### src/rtl/ball_tick_scheduler.sv
// Game-update sequencer: programmable tick divider, frame-synced four-phase req/ack update sequence.
// Optional BALL_SINGLE_STEP_EN adds a `step` input that launches one sequence while paused.
module ball_tick_scheduler #(
   parameter int CLK_HZ       = 25_000_000,
   parameter int BASE_TICK_HZ = 10,
   parameter int DIV_W        = 22,
   parameter int TIMEOUT      = 1023,
   parameter int TO_W         = 10
) (
   input  logic        clk_25MHz,
   input  logic        reset,
   input  logic        run,
   input  logic [1:0]  speed,
   input  logic        frame_sync,
`ifdef BALL_SINGLE_STEP_EN
   input  logic        step,
`endif
   output logic        phase_req,
   output logic [1:0]  phase_id,
   input  logic        phase_ack,
   output logic        busy,
   output logic        tick_miss,
   output logic        timeout_err,
   output logic [15:0] tick_cnt
);

   localparam int PERIOD = CLK_HZ / BASE_TICK_HZ;
   localparam logic [DIV_W-1:0] RELOAD0 = DIV_W'(PERIOD - 1);
   localparam logic [TO_W-1:0]  TO_LAST = TO_W'(TIMEOUT - 1);

   localparam logic [1:0] S_IDLE = 2'd0;
   localparam logic [1:0] S_WAIT = 2'd1;
   localparam logic [1:0] S_REQ  = 2'd2;
   localparam logic [1:0] S_GAP  = 2'd3;

   logic [DIV_W-1:0] div;
   logic [DIV_W-1:0] reload;
   logic [1:0]       state;
   logic [1:0]       pid;
   logic [TO_W-1:0]  to_cnt;
   logic             stepped;
   logic             tick;
   logic             step_go;
   logic             to_hit;

   // speed only matters at the reload point, so a mid-period change waits for the next period
   assign reload = DIV_W'((PERIOD >> speed) - 1);
   assign tick   = run && (div == '0);
   assign to_hit = (state == S_REQ) && !phase_ack && (to_cnt == TO_LAST);

`ifdef BALL_SINGLE_STEP_EN
   assign step_go = step && !run;
`else
   assign step_go = 1'b0;
`endif

   always_ff @(posedge clk_25MHz) begin
      if (reset) begin
         div      <= RELOAD0;
         state    <= S_IDLE;
         pid      <= 2'd0;
         to_cnt   <= '0;
         tick_cnt <= 16'd0;
         stepped  <= 1'b0;
      end else begin
         if (run)
            div <= tick ? reload : div - 1'b1;
         case (state)
            S_IDLE: begin
               to_cnt <= '0;
               pid    <= 2'd0;
               if (tick || step_go) begin
                  state   <= S_WAIT;
                  stepped <= step_go;
               end
            end
            S_WAIT: begin
               // a stepped sequence is launched while paused, so pause must not cancel it
               if (!run && !stepped)
                  state <= S_IDLE;
               else if (frame_sync) begin
                  state  <= S_REQ;
                  pid    <= 2'd0;
                  to_cnt <= '0;
               end
            end
            S_REQ: begin
               if (phase_ack) begin
                  to_cnt <= '0;
                  if (pid == 2'd3) begin
                     state    <= S_IDLE;
                     pid      <= 2'd0;
                     tick_cnt <= tick_cnt + 16'd1;
                  end else begin
                     state <= S_GAP;
                     pid   <= pid + 2'd1;
                  end
               end else if (to_hit) begin
                  state  <= S_IDLE;
                  pid    <= 2'd0;
                  to_cnt <= '0;
               end else
                  to_cnt <= to_cnt + 1'b1;
            end
            S_GAP: begin
               to_cnt <= '0;
               state  <= S_REQ;
            end
            default: state <= S_IDLE;
         endcase
      end
   end

   assign phase_req   = (state == S_REQ);
   assign phase_id    = pid;
   assign busy        = (state != S_IDLE);
   assign tick_miss   = !reset && tick && (state != S_IDLE);
   assign timeout_err = !reset && to_hit;

endmodule

### config.mk
export PLATFORM = sky130hd
export DESIGN_NAME = ball_tick_scheduler
export DESIGN_NICKNAME = d
export VERILOG_FILES = /design/src/rtl/ball_tick_scheduler.sv
export SDC_FILE = /design/constraint.sdc
export NUM_CORES = 1
export LEC_CHECK = 0
export BUFFER_PORTS_ARGS = -buffer_cell sky130_fd_sc_hd__buf_2
export CAP_MARGIN = 10
export CORE_MARGIN = 4
export CORE_UTILIZATION = 40
export CTS_BUF_LIST = sky130_fd_sc_hd__clkbuf_4 sky130_fd_sc_hd__clkbuf_8
export CTS_CLUSTER_DIAMETER = 200
export DETAILED_ROUTE_END_ITERATION = 8
export GPL_ROUTABILITY_DRIVEN = 0
export PLACE_DENSITY = 0.63
export SLEW_MARGIN = 10
export SYNTH_ARGS = -nofsm -noshare
export SYNTH_HDL_FRONTEND = slang
export SYNTH_SLANG_ARGS = --single-unit
### constraint.sdc
create_clock -name clk_25MHz -period 3.3 [get_ports clk_25MHz]
set_clock_uncertainty 0.2 [all_clocks]
set_input_delay 0.66 -clock clk_25MHz [delete_from_list [all_inputs] [get_ports clk_25MHz]]
set_output_delay 0.66 -clock clk_25MHz [all_outputs]
set_load 0.03 [all_outputs]
==> results of run 1 <==
## layout make-up
| class | instances | area, um2 |
|---|---|---|
| timing repair buffer | 35 | 193 |
| multi-input combinational | 251 | 1600 |
| clock inverter | 2 | 38.8 |
| inverter | 16 | 60.1 |
| clock buffer | 6 | 82.6 |
| fill | 658 | 3380 |
| sequential | 52 | 1040 |
| tap | 77 | 96.3 |
## registers in the layout (all words and copies together), names as in the netlist
name      cells
div          22
tick_cnt     16
to_cnt       10
phase_id      2
state         2
## repair_timing
item,CTS,global route
setup endpoints to repair,0,1
hold buffers,0,0
hold endpoints to repair,0,0
gates resized for setup,0,1
## worst max-delay path, stage by stage (launching register included)
cell and delay (ns):
dfxtp_1 0.35, or4_1 0.64, nor4_2 0.41, and2_1 0.21, and3_1 0.16, buf_2 0.19
## synthesized netlist by cell type, types with 3 or more instances
library cell,instances
dfxtp_1,52
nor2_1,33
nand2_1,30
o21ai_0,17
nand3_1,16
inv_1,15
ha_1,13
or3_1,13
a21oi_1,12
xor2_1,12
xnor2_1,11
nor3_1,10
nand4_1,9
nor4_1,9
clkbuf_1,8
a211oi_1,5
or2_2,5
o211ai_1,4
or4_1,4
a22oi_1,3
a31oi_1,3
and2_1,3
and4_1,3
nand2b_1,3
or4_2,3
## cell families (layout without fill, tap and decap cells)
group | after synthesis | count (layout) | share of synthesized area (%)
AO/OA/AOI/OAI | 58 | 58 | 13.7
buffers and inverters | 25 | 59 | 3.48
adder cells (fa/ha/maj) | 13 | 13 | 5.96
XOR/XNOR | 23 | 23 | 7.38
multiplexers | 2 | 2 | 0.734
AND/OR/NAND/NOR | 155 | 155 | 30.6
flip-flops | 52 | 52 | 38.1
## report_power, final
part / total (mW) / switching [mW] / internal (mW)
Sequential: 0.633 / 0.00285 / 0.630
Combinational: 0.0488 / 0.0326 / 0.0161
Clock: 0.465 / 0.217 / 0.248
Total: 1.15 / 0.252 / 0.894
## routing by layer
layer  track usage (%)  wire length, um
met2              25.4             2930
met4              3.83               57
met5                 0                0
met3              3.50              177
met1              21.4             3170
## path summary, 6_finish.rpt
kind               endpoint
hold / removal      div[17]
setup / recovery  tick_miss
setup reg to reg    div[20]
hold reg to reg     div[17]
## through the flow
stage	instances	power, mW	area, um2	util [%]	worst slack [ns]
floorplan	328	0.676	2730	-	0.360
global placement	431	0.696	2980	45.9	0.518
detailed placement	431	0.696	2980	45.9	0.490
CTS	439	1.16	3100	47.8	0.137
global route	439	1.19	3110	47.9	0.0293
finish	439	1.15	3110	47.9	0.188
==> impl_metrics.env, run 1 <==
export IMPL_crit_fanout=5
export IMPL_numCtsBuffers=5
export IMPL_finalSetupViolCount=0
export IMPL_synth_top_area_share_pct=38.1
export IMPL_regToRegStartpoint="div[7]"
export IMPL_slew_violations=0
export IMPL_critPathCaptureType="primary output"
export IMPL_routed_via_density=5.49
export IMPL_antenna_found_initial=0
export IMPL_synth_top_area_cell="dfxtp_1"
export IMPL_via_count=2412
export IMPL_path_clk_slew_ns=0.10
export IMPL_grt_overflow=0
export IMPL_clk_root_buffer_cell="clkbuf_8"
export IMPL_dieArea_um2=8210
export IMPL_firstDrtPassIters=4
export IMPL_power_per_cell_area_nw_per_um2=369
export IMPL_grt_pass1_wl_um=11000
export IMPL_setup_worst_path_start_class="flip-flop"
export IMPL_antenna_left=0
export IMPL_synth_nets=348
export IMPL_status="finished, final reports clean"
export IMPL_die_y_um=90.6
export IMPL_rsz0062_at_grt="no"
export IMPL_drive_above_1_share_pct=15.5
export IMPL_syn_to_final_growth_pct=14.0
export IMPL_ys_top_cells_by_area="dfxtp_1 (38%), ha_1 (6.0%), nor2_1 (4.5%)"
export IMPL_ys_warn_count=0
export IMPL_p_leak_nw=1.15
export IMPL_path_class="reg2out"
export IMPL_diodes=0
export IMPL_htreeDepth=2
export IMPL_drcViolationCount=0
export IMPL_drtIter0Drc=122
export IMPL_post_route_min_period_ns=3.11
export IMPL_holdPathStages=1
export IMPL_postCtsSetupRepairBufs=0
export IMPL_cp_arrival_ns=2.25
export IMPL_synth_flop_cell="dfxtp_1"
export IMPL_row_count=29
export IMPL_hpwl_um=4610
export IMPL_hold_class="reg2reg"
export IMPL_required_ns=2.44
export IMPL_max_vdd_ir_drop_mv=0.206
export IMPL_io_buffers=28
export IMPL_initial_core_util_pct=42.0
export IMPL_clk_latency_ns=0.30
export IMPL_async_flop_share_pct=0
export IMPL_drv_cap=0
export IMPL_wl_per_cell_um=14.4
export IMPL_synth_edf_count=0
export IMPL_hold_start="div[17]"
export IMPL_grt_start_max_net_pins=35
export IMPL_slew_headroom_pct=56.7
export IMPL_r2r_slack_ns=0.68
export IMPL_cts_sinks=52
export IMPL_layout_commonest_cell="dfxtp_1"
export IMPL_synth_area_per_cell_um2=8.32
export IMPL_cts_tree="built"
export IMPL_yosysSeqAreaShare_pct=38.1
export IMPL_clock_path_buffers=2
export IMPL_die_width_um=90.6
export IMPL_grt_pass1_vias=2299
export IMPL_rr_worst_depth=5
export IMPL_final_nets=381
export IMPL_fmax_mhz=321
export IMPL_wl_um=6330
export IMPL_grtUsageTotal_pct=15.8
export IMPL_yosysUniqueCellTypes=53
export IMPL_max_slew_worst_pin_slew_ns=0.645
export IMPL_finalHoldViolations=0
export IMPL_core_um2=6490
export IMPL_worstSetupStartpoint="div[16]"
export IMPL_io_pins=29
export IMPL_whs_ns=0.287
export IMPL_netlist_area_um2=2730
export IMPL_ys_ff_latch=52
export IMPL_finalCritPeriodShare_pct=94.3
export IMPL_synth_cells=328
export IMPL_fin_tns_setup_ns=0
export IMPL_layout_common_cells="dfxtp_1 (52), nor2_1 (33), nand2_1 (30)"
No activity file was read; power rests on OpenSTA's default activity.
==> run 2: changes to the inputs <==
--- a/config.mk
+++ b/config.mk
@@ -7,13 +7,15 @@
 export LEC_CHECK = 0
 export BUFFER_PORTS_ARGS = -buffer_cell sky130_fd_sc_hd__buf_2
 export CAP_MARGIN = 10
+export CELL_PAD_IN_SITES_DETAIL_PLACEMENT = 1
+export CELL_PAD_IN_SITES_GLOBAL_PLACEMENT = 2
 export CORE_MARGIN = 4
-export CORE_UTILIZATION = 40
+export CORE_UTILIZATION = 36
 export CTS_BUF_LIST = sky130_fd_sc_hd__clkbuf_4 sky130_fd_sc_hd__clkbuf_8
 export CTS_CLUSTER_DIAMETER = 200
 export DETAILED_ROUTE_END_ITERATION = 8
 export GPL_ROUTABILITY_DRIVEN = 0
-export PLACE_DENSITY = 0.63
+export PLACE_DENSITY = 0.86
 export SLEW_MARGIN = 10
 export SYNTH_ARGS = -nofsm -noshare
 export SYNTH_HDL_FRONTEND = slang
==> run 2 against run 1 <==
Net effect: sequential cell count unchanged; routed wire length increased by 12%; global-route usage increased by 1.1 points; sequential power about the same.
==> impl_metrics.env, run 2 (same netlist as run 1, synthesis figures left out) <==
export IMPL_status="finished, final reports clean"
export IMPL_cts_tree="built"
export IMPL_via_count=2495
export IMPL_grt_overflow=0
export IMPL_reg_top3="div x22, tick_cnt x16, to_cnt x10"
export IMPL_path_clk_slew_ns=0.11
export IMPL_p_leak_nw=1.16
export IMPL_wl_per_cell_um=15.3
export IMPL_wl_um=7080
export IMPL_dpl_cell_count=454
export IMPL_slew_violations=0
export IMPL_finalCritPeriodShare_pct=94.5
export IMPL_instances_no_fill=462
export IMPL_diodes=0
export IMPL_post_route_min_period_ns=3.12
export IMPL_cts_sinks=52
export IMPL_finalHoldViolations=0
export IMPL_clk_latency_ns=0.32
export IMPL_fmax_mhz=321
export IMPL_antenna_found_initial=0
export IMPL_core_um2=7290
export IMPL_firstDrtPassIters=4
export IMPL_die_width_um=95.1
export IMPL_post_cts_resized=0
export IMPL_power_per_cell_area_nw_per_um2=347
export IMPL_worst_slack_ns=0.182
export IMPL_io_pins=29
export IMPL_max_slew_worst_pin_slew_ns=0.604
export IMPL_path_class="reg2out"
export IMPL_numCtsBuffers=5
export IMPL_layout_common_cells="dfxtp_1 (52), nor2_1 (33), nand2_1 (30)"
export IMPL_final_area_um2=3130
export IMPL_grt_start_max_net_pins=25
export IMPL_die_y_um=95.1
export IMPL_cts_hold_buffers=0
export IMPL_fin_tns_setup_ns=0
export IMPL_critPathCaptureType="primary output"
export IMPL_dieArea_um2=9040
export IMPL_crit_fanout=5
export IMPL_row_count=31
export IMPL_finalSetupViolCount=0
export IMPL_top_register="div"
export IMPL_io_buffers=28
export IMPL_routed_via_density=5.40
export IMPL_htreeDepth=2
export IMPL_final_nets=382
export IMPL_hold_class="reg2reg"
export IMPL_cp_arrival_ns=2.26
export IMPL_drtIter0Drc=90
export IMPL_slew_headroom_pct=59.6
export IMPL_hpwl_um=5240
export IMPL_required_ns=2.44
export IMPL_whs_ns=0.297
export IMPL_max_vdd_ir_drop_mv=0.153
export IMPL_rsz0062_at_grt="no"
export IMPL_grt_pass1_wl_um=12200
export IMPL_grtUsageTotal_pct=16.9
export IMPL_drive_above_1_share_pct=15.7
export IMPL_setup_worst_path_start_class="flip-flop"
export IMPL_syn_to_final_growth_pct=14.7
export IMPL_post_dp_cell_area_um2=3020
export IMPL_largest_reg_flops=22
export IMPL_initial_core_util_pct=37.4
export IMPL_grt_pass1_vias=2511
export IMPL_layout_commonest_cell="dfxtp_1"
export IMPL_drv_cap=0
export IMPL_clk_root_buffer_cell="clkbuf_8"
export IMPL_drcViolationCount=0
export IMPL_preCtsSetupSlack_ns=0.399
export IMPL_clock_path_buffers=2
export IMPL_postCtsSetupRepairBufs=0
export IMPL_antenna_left=0
run 2: cell count changes in the layout (fill, tap and decap cells not counted), sizes merged:
cell,delta
bufinv,-1
clkinvlp,+1
clkbuf,-1
inv,+1
buf,+1
run 2: critical path: stages, from the launching register on:
cell and delay [ns]:
dfxtp_1 0.35, or4_1 0.66, nor4_4 0.37, and2_1 0.21, and3_1 0.16, buf_2 0.19
run 2: report_power, final:
group	total, mW	switching [mW]	internal [mW]
clock	0.403	0.247	0.157
combinational	0.0494	0.0332	0.0161
sequential	0.633	0.00303	0.630
total	1.09	0.283	0.803
run 2: stage by stage:
step | util, % | power [mW]
global placement | 41.4 | 0.697
floorplan | - | 0.676
global route | 42.9 | 1.13
finish | 42.9 | 1.09
CTS | 42.7 | 1.10
detailed placement | 41.4 | 0.697
run 2: worst paths after layout:
kind,startpoint,to,slack (ns),cells after the start
max,div[16],tick_miss,0.18,5
min,phase_id[1],phase_id[1],0.30,2
max reg2reg,div[0],div[7],0.54,7
min reg2reg,phase_id[1],phase_id[1],0.30,2
run 2: layer usage:
layer  share of wire, %  GRT usage (%)
met3                3.2           2.68
met2                 46           27.1
met1                 50           23.5
met4                1.3           4.69
met5                  0              0
run 2: area by class of cell:
cell class | count | area, um2
Clock inverter | 3 | 27.5
Tap cell | 99 | 124
Fill cell | 933 | 4160
Sequential cell | 52 | 1040
Inverter | 16 | 60.1
Clock buffer | 5 | 68.8
Multi-Input combinational cell | 251 | 1610
Timing Repair Buffer | 36 | 200
